`config.mk`:
```
export PLATFORM = sky130hd
export DESIGN_NAME = uart_rx_oversample
export DESIGN_NICKNAME = d
export VERILOG_FILES = /design/src/rtl/uart_rx_oversample.sv
export SDC_FILE = /design/constraint.sdc
export NUM_CORES = 1
export LEC_CHECK = 0
export BUFFER_PORTS_ARGS = -buffer_cell sky130_fd_sc_hd__buf_2
export CORE_UTILIZATION = 50
export DETAILED_ROUTE_END_ITERATION = 6
export GPL_TIMING_DRIVEN = 1
export PLACE_DENSITY = 0.79
export SLEW_MARGIN = 40
export SYNTH_ARGS = -nofsm -noshare
export SYNTH_HDL_FRONTEND = slang
export SYNTH_SLANG_ARGS = --single-unit
```
`constraint.sdc`:
```
create_clock -name clk -period 3.2 [get_ports clk]
set_clock_uncertainty 0.1 [all_clocks]
set_input_delay 0.48 -clock clk [delete_from_list [all_inputs] [get_ports clk]]
set_output_delay 0.48 -clock clk [all_outputs]
set_load 0.02 [all_outputs]
```
`src/rtl/uart_rx_oversample.sv`:
```
// uart_rx_oversample
//   UART receiver for 8N1 frames, with an optional parity bit. The serial line is
//   sampled at OVERSAMPLE ticks per bit. Each bit is decided by a 2-of-3 majority
//   vote taken at the middle of the bit. Framing and parity errors are flagged.
//   The divisor is programmed the same way as in the companion transmitter:
//   it is the number of clk cycles per oversample tick.
//
// Ports
//   clk        in   single clock
//   areset     in   synchronous, active-high reset
//   divisor    in   clk cycles per oversample tick; 0 is treated as 1
//   rx         in   asynchronous serial input, idle high
//   out_data   out  last received word, held until the next rx_done
//   rx_done    out  one-clk pulse: frame complete, out_data and error flags valid
//   frame_err  out  stop bit was sampled low (updated with rx_done)
//   parity_err out  parity mismatch (updated with rx_done; always 0 without parity)
//   busy       out  receiver is not idle
//
// state  | meaning
// IDLE   | line idle, waiting for a 1->0 edge on rx_s
// START  | checking the start bit at mid-bit; a high vote is a false start
// DATA   | shifting data bits in LSB first, one vote per bit
// PARITY | sampling the parity bit and computing the mismatch
// STOP   | sampling the stop bit; result and flags are published on the next clk
// BREAK  | stop bit was low; waits for rx_s high for one full tick
module uart_rx_oversample #(
  parameter int DATA_BITS  = 8,
  parameter int OVERSAMPLE = 16,
  parameter int DIV_WIDTH  = 16,
  parameter int PARITY_EN  = 0,
  parameter int PARITY_ODD = 0
) (
  input  logic                 clk,
  input  logic                 areset,
  input  logic [DIV_WIDTH-1:0] divisor,
  input  logic                 rx,
  output logic [DATA_BITS-1:0] out_data,
  output logic                 rx_done,
  output logic                 frame_err,
  output logic                 parity_err,
  output logic                 busy
);

  localparam int SW = $clog2(OVERSAMPLE);
  localparam int BW = $clog2(DATA_BITS + 1);

  localparam logic [SW-1:0] SAMP_A    = SW'(OVERSAMPLE/2 - 1);
  localparam logic [SW-1:0] SAMP_B    = SW'(OVERSAMPLE/2);
  localparam logic [SW-1:0] SAMP_C    = SW'(OVERSAMPLE/2 + 1);
  localparam logic [SW-1:0] SAMP_LAST = SW'(OVERSAMPLE - 1);
  localparam logic [BW-1:0] BITS_LAST = BW'(DATA_BITS - 1);
  localparam logic          PAR_EN    = (PARITY_EN != 0);
  localparam logic          PAR_ODD   = (PARITY_ODD != 0);

  typedef enum logic [2:0] {
    S_IDLE, S_START, S_DATA, S_PARITY, S_STOP, S_BREAK
  } state_t;

  state_t               state_q, state_d;
  logic                 rx_meta_q, rx_meta_d;
  logic                 rx_s_q, rx_s_d;
  logic                 rx_prev_q, rx_prev_d;
  logic [DIV_WIDTH-1:0] div_q, div_d;
  logic [DIV_WIDTH-1:0] tick_cnt_q, tick_cnt_d;
  logic [SW-1:0]        samp_cnt_q, samp_cnt_d;
  logic [1:0]           vote_q, vote_d;
  logic [BW-1:0]        bit_cnt_q, bit_cnt_d;
  logic [DATA_BITS-1:0] shreg_q, shreg_d;
  logic                 par_err_n_q, par_err_n_d;
  logic [DATA_BITS-1:0] out_data_q, out_data_d;
  logic                 rx_done_q, rx_done_d;
  logic                 frame_err_q, frame_err_d;
  logic                 parity_err_q, parity_err_d;

  logic tick;
  logic decide;
  logic maj;
  logic start_edge;

  // The counter only runs outside IDLE, so ticks are always phase-aligned to the start edge.
  assign tick       = (state_q != S_IDLE) && (tick_cnt_q == (div_q - DIV_WIDTH'(1)));
  assign decide     = tick && (samp_cnt_q == SAMP_C);
  // The third vote is the live sample, so the bit is decided on the same clk as that tick.
  assign maj        = (vote_q[0] & vote_q[1]) | (vote_q[0] & rx_s_q) | (vote_q[1] & rx_s_q);
  assign start_edge = rx_prev_q & ~rx_s_q;

  always_ff @(posedge clk) begin
    if (areset) begin
      state_q      <= S_IDLE;
      rx_meta_q    <= 1'b1;
      rx_s_q       <= 1'b1;
      rx_prev_q    <= 1'b1;
      div_q        <= DIV_WIDTH'(1);
      tick_cnt_q   <= '0;
      samp_cnt_q   <= '0;
      vote_q       <= '0;
      bit_cnt_q    <= '0;
      shreg_q      <= '0;
      par_err_n_q  <= 1'b0;
      out_data_q   <= '0;
      rx_done_q    <= 1'b0;
      frame_err_q  <= 1'b0;
      parity_err_q <= 1'b0;
    end else begin
      state_q      <= state_d;
      rx_meta_q    <= rx_meta_d;
      rx_s_q       <= rx_s_d;
      rx_prev_q    <= rx_prev_d;
      div_q        <= div_d;
      tick_cnt_q   <= tick_cnt_d;
      samp_cnt_q   <= samp_cnt_d;
      vote_q       <= vote_d;
      bit_cnt_q    <= bit_cnt_d;
      shreg_q      <= shreg_d;
      par_err_n_q  <= par_err_n_d;
      out_data_q   <= out_data_d;
      rx_done_q    <= rx_done_d;
      frame_err_q  <= frame_err_d;
      parity_err_q <= parity_err_d;
    end
  end

  always_comb begin
    state_d      = state_q;
    rx_meta_d    = rx;
    rx_s_d       = rx_meta_q;
    rx_prev_d    = rx_s_q;
    div_d        = div_q;
    tick_cnt_d   = tick ? '0 : tick_cnt_q + DIV_WIDTH'(1);
    samp_cnt_d   = samp_cnt_q;
    vote_d       = vote_q;
    bit_cnt_d    = bit_cnt_q;
    shreg_d      = shreg_q;
    par_err_n_d  = par_err_n_q;
    out_data_d   = out_data_q;
    rx_done_d    = 1'b0;
    frame_err_d  = frame_err_q;
    parity_err_d = parity_err_q;

    if (tick) begin
      samp_cnt_d = (samp_cnt_q == SAMP_LAST) ? '0 : samp_cnt_q + SW'(1);
      if (samp_cnt_q == SAMP_A) vote_d[0] = rx_s_q;
      if (samp_cnt_q == SAMP_B) vote_d[1] = rx_s_q;
    end

    case (state_q)
      S_IDLE: begin
        tick_cnt_d = '0;
        samp_cnt_d = '0;
        if (start_edge) begin
          state_d     = S_START;
          div_d       = (divisor == '0) ? DIV_WIDTH'(1) : divisor;
          bit_cnt_d   = '0;
          par_err_n_d = 1'b0;
        end
      end
      S_START: begin
        if (decide) state_d = maj ? S_IDLE : S_DATA;
      end
      S_DATA: begin
        if (decide) begin
          shreg_d   = {maj, shreg_q[DATA_BITS-1:1]};
          bit_cnt_d = bit_cnt_q + BW'(1);
          if (bit_cnt_q == BITS_LAST) state_d = PAR_EN ? S_PARITY : S_STOP;
        end
      end
      S_PARITY: begin
        if (decide) begin
          par_err_n_d = (^shreg_q) ^ maj ^ PAR_ODD;
          state_d     = S_STOP;
        end
      end
      S_STOP: begin
        if (decide) begin
          rx_done_d    = 1'b1;
          out_data_d   = shreg_q;
          frame_err_d  = ~maj;
          parity_err_d = PAR_EN & par_err_n_q;
          // Returning to IDLE at mid-stop leaves half a bit to catch a back-to-back start.
          state_d      = maj ? S_IDLE : S_BREAK;
        end
      end
      S_BREAK: begin
        // Any low sample restarts the one-tick high qualification window.
        if (!rx_s_q) tick_cnt_d = '0;
        else if (tick) state_d = S_IDLE;
      end
      default: state_d = S_IDLE;
    endcase
  end

  always_comb begin
    busy       = (state_q != S_IDLE);
    out_data   = out_data_q;
    rx_done    = rx_done_q;
    frame_err  = frame_err_q;
    parity_err = parity_err_q;
  end

endmodule

```
Yosys cells after proc, flatten, opt, wreduce, memory -nomap -nowiden
Cells that the tools add are included.
Widths: inputs -> output; s select.
{ "classes": {"muxes": 20, "n_bitwise": 9, "reduce_logical": 15, "n_addsub": 4, "n_eq_ne": 19} }
{ "op_table": {"columns": ["operator", "count"], "rows": [
  ["$mux 16", 3],
  ["$pmux 16 s2", 1],
  ["$mux 3", 9],
  ["$pmux 3 s6", 1],
  ["$add 16x1->16 const B", 1],
  ["$eq 16x16->1", 1],
  ["$logic_not 16->1", 1],
  ["$ne 2x2->1 const B", 8],
  ["$sub 16x1->16 const B", 1],
  ["$eq 4x4->1 const B", 3],
  ["$mux 4", 3],
  ["$reduce_and 2->1", 5],
  ["$add 4x1->4 const B", 2],
  ["$eq 4x3->1 const B", 2],
  ["$pmux 4 s2", 1],
  ["$reduce_and 8->1", 1],
  ["$eq 3x2->1 const B", 2],
  ["$eq 3x3->1 const B", 2],
  ["$and 1x1->1", 4],
  ["$reduce_or 2->1", 2],
  ["$eq 3x1->1 const B", 1],
  ["$logic_not 3->1", 1],
  ["$not 1->1", 3],
  ["$reduce_and 3->1", 1],
  ["6 further kinds", 8]
]} }
{ "word_totals": {"in_bits": 19, "elab_cells": 81, "out_inout_bits": 12, "reg_bits": 66} }

Depth between registers and ports, before layout
Gate-level depths: netlist (run 1).
{ "logic_depth": {"word_depth": 6, "ltp_mapped": 11} }

Worst setup path before layout (run 1)
No wires, ideal clock.
{ "synth_timing": {"path_kind": "reg2reg", "startpoint": "reg div_q[0]", "endpoint": "reg bit_cnt_q[3]", "synth_period_minus_slack_ns": 2.819, "path_slack_ns": 0.381, "arrival_time_ns": 2.651, "stages_incl_launch_ff": 11, "path_cell_list": "dfxtp_1 > inv_1 > ha_1 > or3b_1 > clkbuf_1 > nor4_1 > o211ai_1 > a2111oi_4 > nand3_4 > or4_1 > o21ai_1"} }
{ "synth_via": {"elab_chain_len": 6} }
{ "synth_rtl": {"columns": ["element", "line", "source"], "rows": [
  ["from (decl)", "63", "logic [DIV_WIDTH-1:0] div_q, div_d;"],
  ["from (signal assigned)", "109", "div_q <= div_d;"],
  ["$sub 16x1->16", "81", "assign tick = (state_q != S_IDLE) && (tick_cnt_q == (div_q - DIV_WIDTH'(1)));"],
  ["$eq 16x16->1", "81", null],
  ["$logic_and 1x1->1", "81", null],
  ["$logic_and 1x1->1", "82", "assign decide = tick && (samp_cnt_q == SAMP_C);"],
  ["$ne 2x2->1 (no source line)", null, null],
  ["$reduce_and 3->1 (no source line)", null, null],
  ["to (signal assigned)", "113", "bit_cnt_q <= bit_cnt_d;"],
  ["to (decl)", "67", "logic [BW-1:0] bit_cnt_q, bit_cnt_d;"]
]} }
Every way passes these cells.
A chain may end at the register's enable or synchronous reset.

Worst setup path in the final report (run 1)
{ "layout_timing": {"startpoint": "reg div_q[0]", "endpoint": "reg out_data_q[6] (netlist: out_data[6])"} }
{ "layout_via": {"elab_chain_len": 5} }
{ "layout_rtl": {"columns": ["element", "line", "source"], "rows": [
  ["$sub 16x1->16", "81", null],
  ["$eq 16x16->1", "81", null],
  ["$logic_and 1x1->1", "81", null],
  ["$logic_and 1x1->1", "82", null],
  ["$reduce_and 2->1 (no source line)", null, null],
  ["to (signal assigned)", "116", "out_data_q <= out_data_d;"],
  ["to (decl)", "70", "logic [DATA_BITS-1:0] out_data_q, out_data_d;"]
]} }
Every way passes these cells.

==> results of run 1 <==
## where the power goes
group	switching [uW]	total, uW	internal, uW
Clock	338	699	361
Sequential	19.8	856	836
Combinational	135	236	101
## kinds of logic after synthesis
group,Yosys count,synth area share
XOR/XNOR,33,0.08452
AO/OA/AOI/OAI,53,0.1255
adder cells (fa/ha/maj),7,0.02488
buffers and inverters,33,0.03879
flip-flops,66,0.3864
other,1,0.001097
multiplexers,27,0.08050
AND/OR/NAND/NOR,163,0.2583
## worst max-delay path: stages, from the launching register on
cell and delay, ps:
dfxtp_1 350, inv_1 90, ha_1 230, or3b_1 450, or4_1 440, o31ai_1 300
a211oi_2 110, buf_4 170, nand4_1 120, buf_4 180, mux2i_1 210, nor2_1 60
## routing by layer
layer	GRT usage	up-vias	routed length, um
li1	-	1425	-
met1	0.2492	1321	3235
met2	0.3681	62	3613
met3	0.05703	11	264
met4	0.07396	0	99
met5	0	-	0
## through the flow
stage	cells	hold WS, ps	util
after floorplan	383	289.5	-
after CTS	492	201.9	0.5955
after global placement	476	296.4	0.5637
after detailed placement	476	298.3	0.5653
final	499	217.2	0.6040
after global routing	499	198.7	0.6040
## registers in the layout (all words and copies together) (netlist names)
signal and cells:
rx_done 1, tick_cnt_q 16, shreg_q 8, out_data 8
rx_prev_d 1, rx_meta_q 1, div_q 16, vote_q 2
state_q 3, bit_cnt_q 4, frame_err 1, samp_cnt_q 4
rx_prev_q 1
## what timing repair did
| item | CTS | global route |
|---|---|---|
| setup endpoints to repair | 0 | 2 |
| setup buffers | 0 | 7 |
| hold buffers | 0 | 0 |
## layout by cell type (no fill, tap or decap), drive strengths merged, types with 3 or more instances in the layout
master  instances
nor3           14
nand4           5
nand2          17
nor2b           6
nor3b           4
and4            3
or4             4
and3            7
inv            10
a22oi           3
xor2           16
dfxtp          66
nand3b          8
mux2i          26
buf            46
xnor2          17
nor4            7
o31ai           4
a22o            9
ha              6
clkbuf         10
nand2b          6
nor2           50
or2             5
or3             7
a31oi           3
nand3          13
a21oi           6
clkinv          3
o21ai           9
## final cells by class
cell class / instances / area (sq um) / area share
Multi-Input combinational cell: 284 / 1978 / 0.5071
Inverter: 10 / 37.54 / 0.009622
Sequential cell: 66 / 1321 / 0.3387
Timing Repair Buffer: 46 / 272.8 / 0.06992
Clock inverter: 6 / 67.56 / 0.01732
Clock buffer: 10 / 127.6 / 0.03271
Tap cell: 77 / 96.34 / 0.02470
## worst max-delay path by stage
stage               startpoint              to  cells after the start
floorplan             div_q[0]    bit_cnt_q[3]                     10
global placement      div_q[0]  tick_cnt_q[11]                      9
detailed placement    div_q[0]    bit_cnt_q[3]                      9
CTS                   div_q[0]    bit_cnt_q[3]                      9
global route          div_q[0]      shreg_q[5]                     11
finish                div_q[0]     out_data[6]                     11
==> flow_summary_export.csv, run 1 <==
group,metric,value,unit
outcome,status,"complete, no violations",
setup_path,rr_startpoint,"div_q[0]",
worst_hold_path,hp-start,"rx",
yosys,ys.flop_type,"dfxtp_1",
yosys,syn_area,3420,sq um
detailed_routing,via_per_inst,5.649,
sta,setup_ws,261.6,ps
floorplan,core_area,6459,sq um
cts,cts_tree,"done",
layout,layout-drive-gt1-share,0.1848,
yosys,yosys-top-cells-count,"66 x dfxtp_1, 50 x nor2_1, 26 x mux2i_1",
sta,drv_slew,0,
sta,min_period_over_period,0.9183,
cts,clockBufferDepth,2,
global_route,gr-total-overflow,0,
setup_path,crit_path_end_kind,"flip-flop",
detailed_routing,firstDrtPassIters,4,
floorplan,fp-row-count,29,
global_route,grt_pass1_vias,2679,
yosys,synth_top_cell_area_share,0.3864,
sta,tns,0,ps
place,hpwl,5182,um
yosys,synth_async_sr_flop_share,0,
worst_hold_path,hold_end,"rx_meta_q",
cts,cts_root_buffer,"clkbuf_8",
pwr,total_power,1790,uW
layout,final_nets,442,
detailed_routing,drt-total-wl,7212,um
yosys,yosys.area.top_type,"dfxtp_1",
setup_path,crit_required,3310,ps
pwr,ir_drop,0.4180,mV
sta,finalSetupViolCount,0,
cts,clkTransAtPathRegs,70,ps
sta,min_period,2938,ps
setup_path,crit_type,"reg -> reg",
cts,insertion_delay,350,ps
layout,antenna_cells,0,
place,portBuffers,29,
pwr,powerDensity,458.9,nW/um^2
worst_hold_path,hold_path.class,"in -> reg",
floorplan,die-width,84.70,um
floorplan,dieArea,7174,sq um
layout,design_area,3901,sq um
yosys,yosysMostFrequentCell,"dfxtp_1",
cts,cts_made_buffers,9,
sta,hold_viol_final,0,
layout,syn2layout_area_growth,14.09,%
yosys,synth_edf_count,0,
yosys,synthCells,383,
detailed_routing,vias,2819,
cts,htreeDepth,3,
layout,n_fill_cell,538,
yosys,syn_avg_cell_area,8.928,sq um
floorplan,die_height,84.70,um
place,place_ws,172.2,ps
pwr,cellLeakagePower,0.001666,uW
global_route,antenna_found_initial,0,
global_route,grt_pass1_wl,12120,um
setup_path,rrSetupSlack,260,ps
sta,relSlewSlack,0.4584,
yosys,synth_nets,408,
floorplan,start_util,0.5294,
setup_path,start_kind,"flip-flop",
cts,post_cts_resize_count,0,
place,gp_congestion,0.9170,
cts,clkSinkCount,66,
yosys,ys_seq_area_frac,0.3864,
global_route,grt_max_degree,45,
worst_hold_path,worst_hold_path.num_cells,2,
yosys,ys_ff_latch,66,
sta,clock.fmax,340.3,MHz
detailed_routing,ant_nets,0,
detailed_routing,drc,0,
sta,tightestPinTransition,806.1,ps
run,cap_violations,0,
setup_path,path_max_fanout,6,
setup_path,r2r_cells,11,
sta,rsz0062_at_grt,"no",
yosys,yosys-top-cells-area,"dfxtp_1 39%, mux2i_1 7.6%, nor2_1 5.5%",
setup_path,arrival,3050,ps
global_route,grt_usage,0.2109,
setup_path,worstReg2RegEnd,"out_data[6]",
detailed_routing,post_drt_wl_per_cell,14.45,um
yosys,synth_warnings,0,
place,dpl_cell_area,3651,sq um
floorplan,pin_count,31,
yosys,synth.distinct_cells,59,
detailed_routing,drt_iter0_markers,154,
Note: power is estimated with default switching activity, not from simulation.
==> run 2: changes to the inputs <==
CELL_PAD_IN_SITES_DETAIL_PLACEMENT = 1   (was unset)
CELL_PAD_IN_SITES_GLOBAL_PLACEMENT = 1   (was unset)
CORE_UTILIZATION = 45   (was 50)
PLACE_DENSITY = 0.89   (was 0.79)
==> run 2 against run 1 <==
Compared with the run above: register-to-register slack got worse by 50 ps; non-clock buffer count did not move; first-iteration DRC count fell by 36%; combinational power rose by 6%; worst hold slack got worse by 10 ps; cell count rose by 4.4%; final area rose by 0.77%; largest power group unchanged; worst setup slack got worse by 53 ps; clock-buffer cell count fell by 1; die area rose by 11%; clock power fell by 6.4%; maximum frequency fell by 1.8%; critical endpoint is now tick_cnt_q[5].
==> flow_summary_export.csv, run 2 (synthesis gave the netlist of run 1 again) <==
group,metric,value,unit
global_route,grt_pass1_wl,13780,um
global_route,grt_max_degree,26,
cts,cts_root_buffer,"clkbuf_8",
cts,clkSinkCount,66,
pwr,clock_power_share,0.372,
sta,min_period_over_period,0.9348,
worst_hold_path,hold_end,"rx_meta_q",
global_route,grt_use_met2,0.4094,
cts,htreeDepth,3,
detailed_routing,post_drt_wl_per_cell,16.16,um
layout,syn2layout_area_growth,14.97,%
detailed_routing,drt_iter0_markers,99,
outcome,status,"complete, no violations",
sta,rsz0062_at_grt,"no",
sta,hold_viol_final,0,
global_route,use_met1,0.2622,
layout,reg_top3,"div_q: 16 flops, tick_cnt_q: 16 flops",
floorplan,core_area,7292,sq um
pwr,total_power,1761,uW
floorplan,pin_count,31,
setup_path,crit_required,3370,ps
layout,layout-drive-gt1-share,0.1896,
floorplan,fp-row-count,31,
setup_path,r2r_cells,11,
detailed_routing,firstDrtPassIters,4,
detailed_routing,drc,0,
place,hpwl,6147,um
worst_hold_path,hold_path.class,"in -> reg",
layout,antenna_cells,0,
sta,finalSetupViolCount,0,
pwr,power_frac_seq,0.486,
setup_path,rr_startpoint,"div_q[0]",
detailed_routing,vias,2890,
layout,n_fill_cell,888,
floorplan,start_util,0.4689,
worst_hold_path,worst_hold_path.num_cells,2,
global_route,gr-total-overflow,0,
setup_path,worstReg2RegEnd,"tick_cnt_q[5]",
layout,layout_commonest_cell,"dfxtp_1",
sta,tightestPinTransition,712.6,ps
cts,clkTransAtPathRegs,80,ps
floorplan,die_height,89.17,um
setup_path,crit_path_end_kind,"flip-flop",
pwr,ir_drop,0.3266,mV
cts,cts_made_buffers,9,
setup_path,arrival,3170,ps
layout,final_nets,442,
setup_path,crit_slowest_cell,"or3b_4",
global_route,grt.busiest_layer,"met2",
pwr,cellLeakagePower,0.001671,uW
setup_path,critPathTopFamily,"simple AND/OR/NAND/NOR gates",
floorplan,die-width,89.17,um
sta,relSlewSlack,0.5238,
sta,clock.fmax,334.3,MHz
detailed_routing,ant_nets,0,
pwr,switchingPower,523.9,uW
setup_path,crit_type,"reg -> reg",
place,gp_congestion,0.9047,
global_route,antenna_found_initial,0,
pwr,powerDensity,447.8,nW/um^2
setup_path,path_buf_inv,3,
global_route,grt_pass1_vias,2884,
setup_path,rrSetupSlack,210,ps
sta,drv_slew,0,
pwr,p_int,1237,uW
floorplan,dieArea,7951,sq um
place,portBuffers,29,
sta,tns,0,ps
run,cap_violations,0,
cts,clockBufferDepth,2,
cts,cts_tree,"done",
global_route,met3_usage,0.05448,
detailed_routing,via_per_inst,5.547,
layout,final_cell_mix,"66 x dfxtp_1, 50 x nor2_1, 29 x buf_2",
global_route,grt_usage,0.2291,
setup_path,start_kind,"flip-flop",
pwr,swShare,0.2976,
setup_path,path_cells,"inv_1, ha_1, or3b_4, or4_1, o31ai_1, a211oi_2, buf_4, nand3_4, buf_12, o311ai_4, nor2_1",
pwr,combPwrFrac,0.142,
setup_path,path_max_fanout,16,
setup_path,slowest_delay,440,ps
sta,min_period,2991,ps
cts,insertion_delay,350,ps
detailed_routing,drt-total-wl,8419,um
worst_hold_path,hp-start,"rx",
[run 2: cell type report]
cell class / instances / area, sq um / area share
Multi-Input combinational cell: 284 / 1981 / 0.5038
Clock inverter: 7 / 58.81 / 0.01496
Inverter: 10 / 37.54 / 0.009548
Timing Repair Buffer: 46 / 285.3 / 0.07257
Clock buffer: 9 / 123.9 / 0.03151
Sequential cell: 66 / 1321 / 0.3361
Tap cell: 99 / 123.9 / 0.03151
[run 2: stage by stage]
| stage | hold WS, ps | std cells | cell area (sq um) | utilization | setup slack, ps |
|---|---|---|---|---|---|
| 6_report | 207.0 | 521 | 3931 | 0.5391 | 208.8 |
| 5_1_grt | 199.5 | 521 | 3931 | 0.5391 | 49.55 |
| 4_1_cts | 201.5 | 515 | 3871 | 0.5309 | 65.92 |
| 3_5_place_dp | 308.0 | 499 | 3689 | 0.5058 | 90.13 |
| 3_3_place_gp | 298.2 | 499 | 3676 | 0.5041 | 246.8 |
| 2_1_floorplan | 289.5 | 383 | 3420 | - | 380.6 |
[run 2: worst max-delay path by stage]
stage / startpoint / to / slack [ps] / depth (start not counted)
after floorplan: div_q[0] / bit_cnt_q[3] / 380 / 10
after global placement: div_q[0] / bit_cnt_q[3] / 250 / 9
after detailed placement: div_q[0] / bit_cnt_q[3] / 90 / 9
after CTS: div_q[0] / bit_cnt_q[3] / 70 / 9
after global routing: div_q[0] / samp_cnt_q[0] / 50 / 10
final: div_q[0] / tick_cnt_q[5] / 210 / 11
[run 2: repair_timing]
action,CTS,global route
hold buffers,0,0
gates resized for setup,0,1
setup buffers,0,6
endpoints found under the setup margin,0,21
hold endpoints to repair,0,0
[run 2: metal layers]
layer	share of wire	up-vias
li1	-	1428
met1	0.43	1408
met2	0.52	38
met3	0.026	16
met4	0.027	0
met5	0	-
[run 2: power groups by stage]
stage	Sequential, uW	Combinational [uW]	Clock (uW)
after CTS	855	225	669
after floorplan	867	159	0
final	856	250	654
after global routing	858	273	707
after global placement	873	213	0
after detailed placement	875	223	0
==> run 3: changes to the inputs <==
PLACE_DENSITY = 0.8   (was 0.89)
==> run 3 against run 2 <==
Compared with the run above: clock power increased by 22%; non-clock buffer count is 5 lower; maximum frequency is 0.48% lower; worst setup slack got worse by 15 ps; wire length decreased by 0.13%; power increased by 7.3%; largest cell class unchanged; largest power group unchanged.
==> flow_summary_export.csv, run 3 (synthesis gave the netlist of run 1 again) <==
group,metric,value,unit
worst_hold_path,hp-start,"rx",
detailed_routing,ant_nets,0,
global_route,gr-total-overflow,0,
pwr,ir_drop,0.3317,mV
cts,clockBufferDepth,2,
floorplan,core_area,7292,sq um
detailed_routing,vias,2884,
layout,layout_commonest_cell,"dfxtp_1",
setup_path,crit_required,3390,ps
sta,min_period,3006,ps
worst_hold_path,worst_hold_path.num_cells,2,
setup_path,rr_startpoint,"div_q[0]",
detailed_routing,via_per_inst,5.589,
sta,finalSetupViolCount,0,
layout,layout-drive-gt1-share,0.1799,
detailed_routing,post_drt_wl_per_cell,16.29,um
sta,tightestPinTransition,739.2,ps
outcome,status,"complete, no violations",
setup_path,crit_type,"reg -> reg",
layout,final_nets,437,
detailed_routing,drt-total-wl,8408,um
sta,relSlewSlack,0.5060,
global_route,grt_pass1_vias,2920,
floorplan,dieArea,7951,sq um
place,gp_congestion,0.8305,
floorplan,pin_count,31,
layout,syn2layout_area_growth,15.07,%
layout,n_fill_cell,913,
setup_path,arrival,3190,ps
sta,drv_slew,0,
place,hpwl,6027,um
cts,cts_root_buffer,"clkbuf_8",
setup_path,critPathLaunch,"div_q[0]",
sta,min_period_over_period,0.9393,
cts,cts_made_buffers,9,
layout,final_cell_mix,"66 x dfxtp_1, 50 x nor2_1, 29 x buf_2",
sta,clock.fmax,332.7,MHz
global_route,grt_pass1_wl,13690,um
floorplan,die-width,89.17,um
setup_path,r2r_cells,9,
detailed_routing,drc,0,
setup_path,start_kind,"flip-flop",
sta,rsz0062_at_grt,"no",
sta,tns,0,ps
floorplan,die_height,89.17,um
cts,htreeDepth,3,
cts,clkTransAtPathRegs,80,ps
cts,cts_tree,"done",
global_route,antenna_found_initial,0,
setup_path,crit_path_end_kind,"flip-flop",
sta,fin_hold_ws,211.2,ps
cts,insertion_delay,350,ps
setup_path,path_max_fanout,18,
sta,hold_viol_final,0,
layout,multi_input_area,1991,sq um
floorplan,start_util,0.4689,
cts,clkSinkCount,66,
worst_hold_path,hold_path.class,"in -> reg",
run,cap_violations,0,
global_route,grt_max_degree,25,
layout,antenna_cells,0,
detailed_routing,drt_iter0_markers,80,
global_route,grt_usage,0.2290,
pwr,cellLeakagePower,0.001672,uW
floorplan,fp-row-count,31,
layout,seqCellArea,1321,sq um
place,portBuffers,29,
detailed_routing,firstDrtPassIters,4,
layout,reg_top3,"div_q: 16 flops, tick_cnt_q: 16 flops",
pwr,powerDensity,480.2,nW/um^2
## run 3: path summary, 6_finish.rpt
kind | slack [ps] | to
min reg2reg | 320 | rx_prev_d
max | 190 | bit_cnt_q[3]
min | 210 | rx_meta_q
max reg2reg | 190 | bit_cnt_q[3]
## run 3: layout make-up
type	instances	area share
Multi-Input combinational cell	284	0.5059
Clock inverter	7	0.02607
Timing Repair Buffer	41	0.05978
Tap cell	99	0.03148
Sequential cell	66	0.3358
Inverter	10	0.009539
Clock buffer	9	0.03148
## run 3: routing by layer
metal  share of wire  GRT usage  vias to the layer above
li1                -          -                     1415
met1            0.43     0.2585                     1430
met2            0.54     0.4240                       33
met3           0.026    0.04894                        6
met5               0          0                        -
met4           0.011    0.08081                        0
## run 3: power breakdown
group	internal (uW)	switching [uW]	total, uW
clock	445	351	796
sequential	836	20.5	856
combinational	95.0	142	237
## run 3: timing repair
| item | in CTS | in global routing |
|---|---|---|
| resized for setup | 0 | 1 |
| hold buffers | 0 | 0 |
| setup endpoints to repair | 0 | 26 |
| buffers inserted | 0 | 3 |
## run 3: per-stage QoR
step	power [uW]	worst slack (ps)	cell area [sq um]	util	instances
after floorplan	1026	380.6	3420	-	383
after global placement	1084	215.0	3661	0.5021	497
after detailed placement	1095	25.92	3674	0.5038	497
after CTS	1898	11.37	3900	0.5348	513
after global routing	1966	38.78	3935	0.5396	516
final	1890	194.2	3935	0.5396	516
## run 3: worst max-delay path, stage by stage, from the launching register on
cell and delay (ps):
dfxtp_1 340, inv_1 90, ha_1 240, or3b_1 460
o41ai_1 290, o31ai_1 170, a211oi_4 330, nand3_4 280
or4_1 560, o21ai_1 80
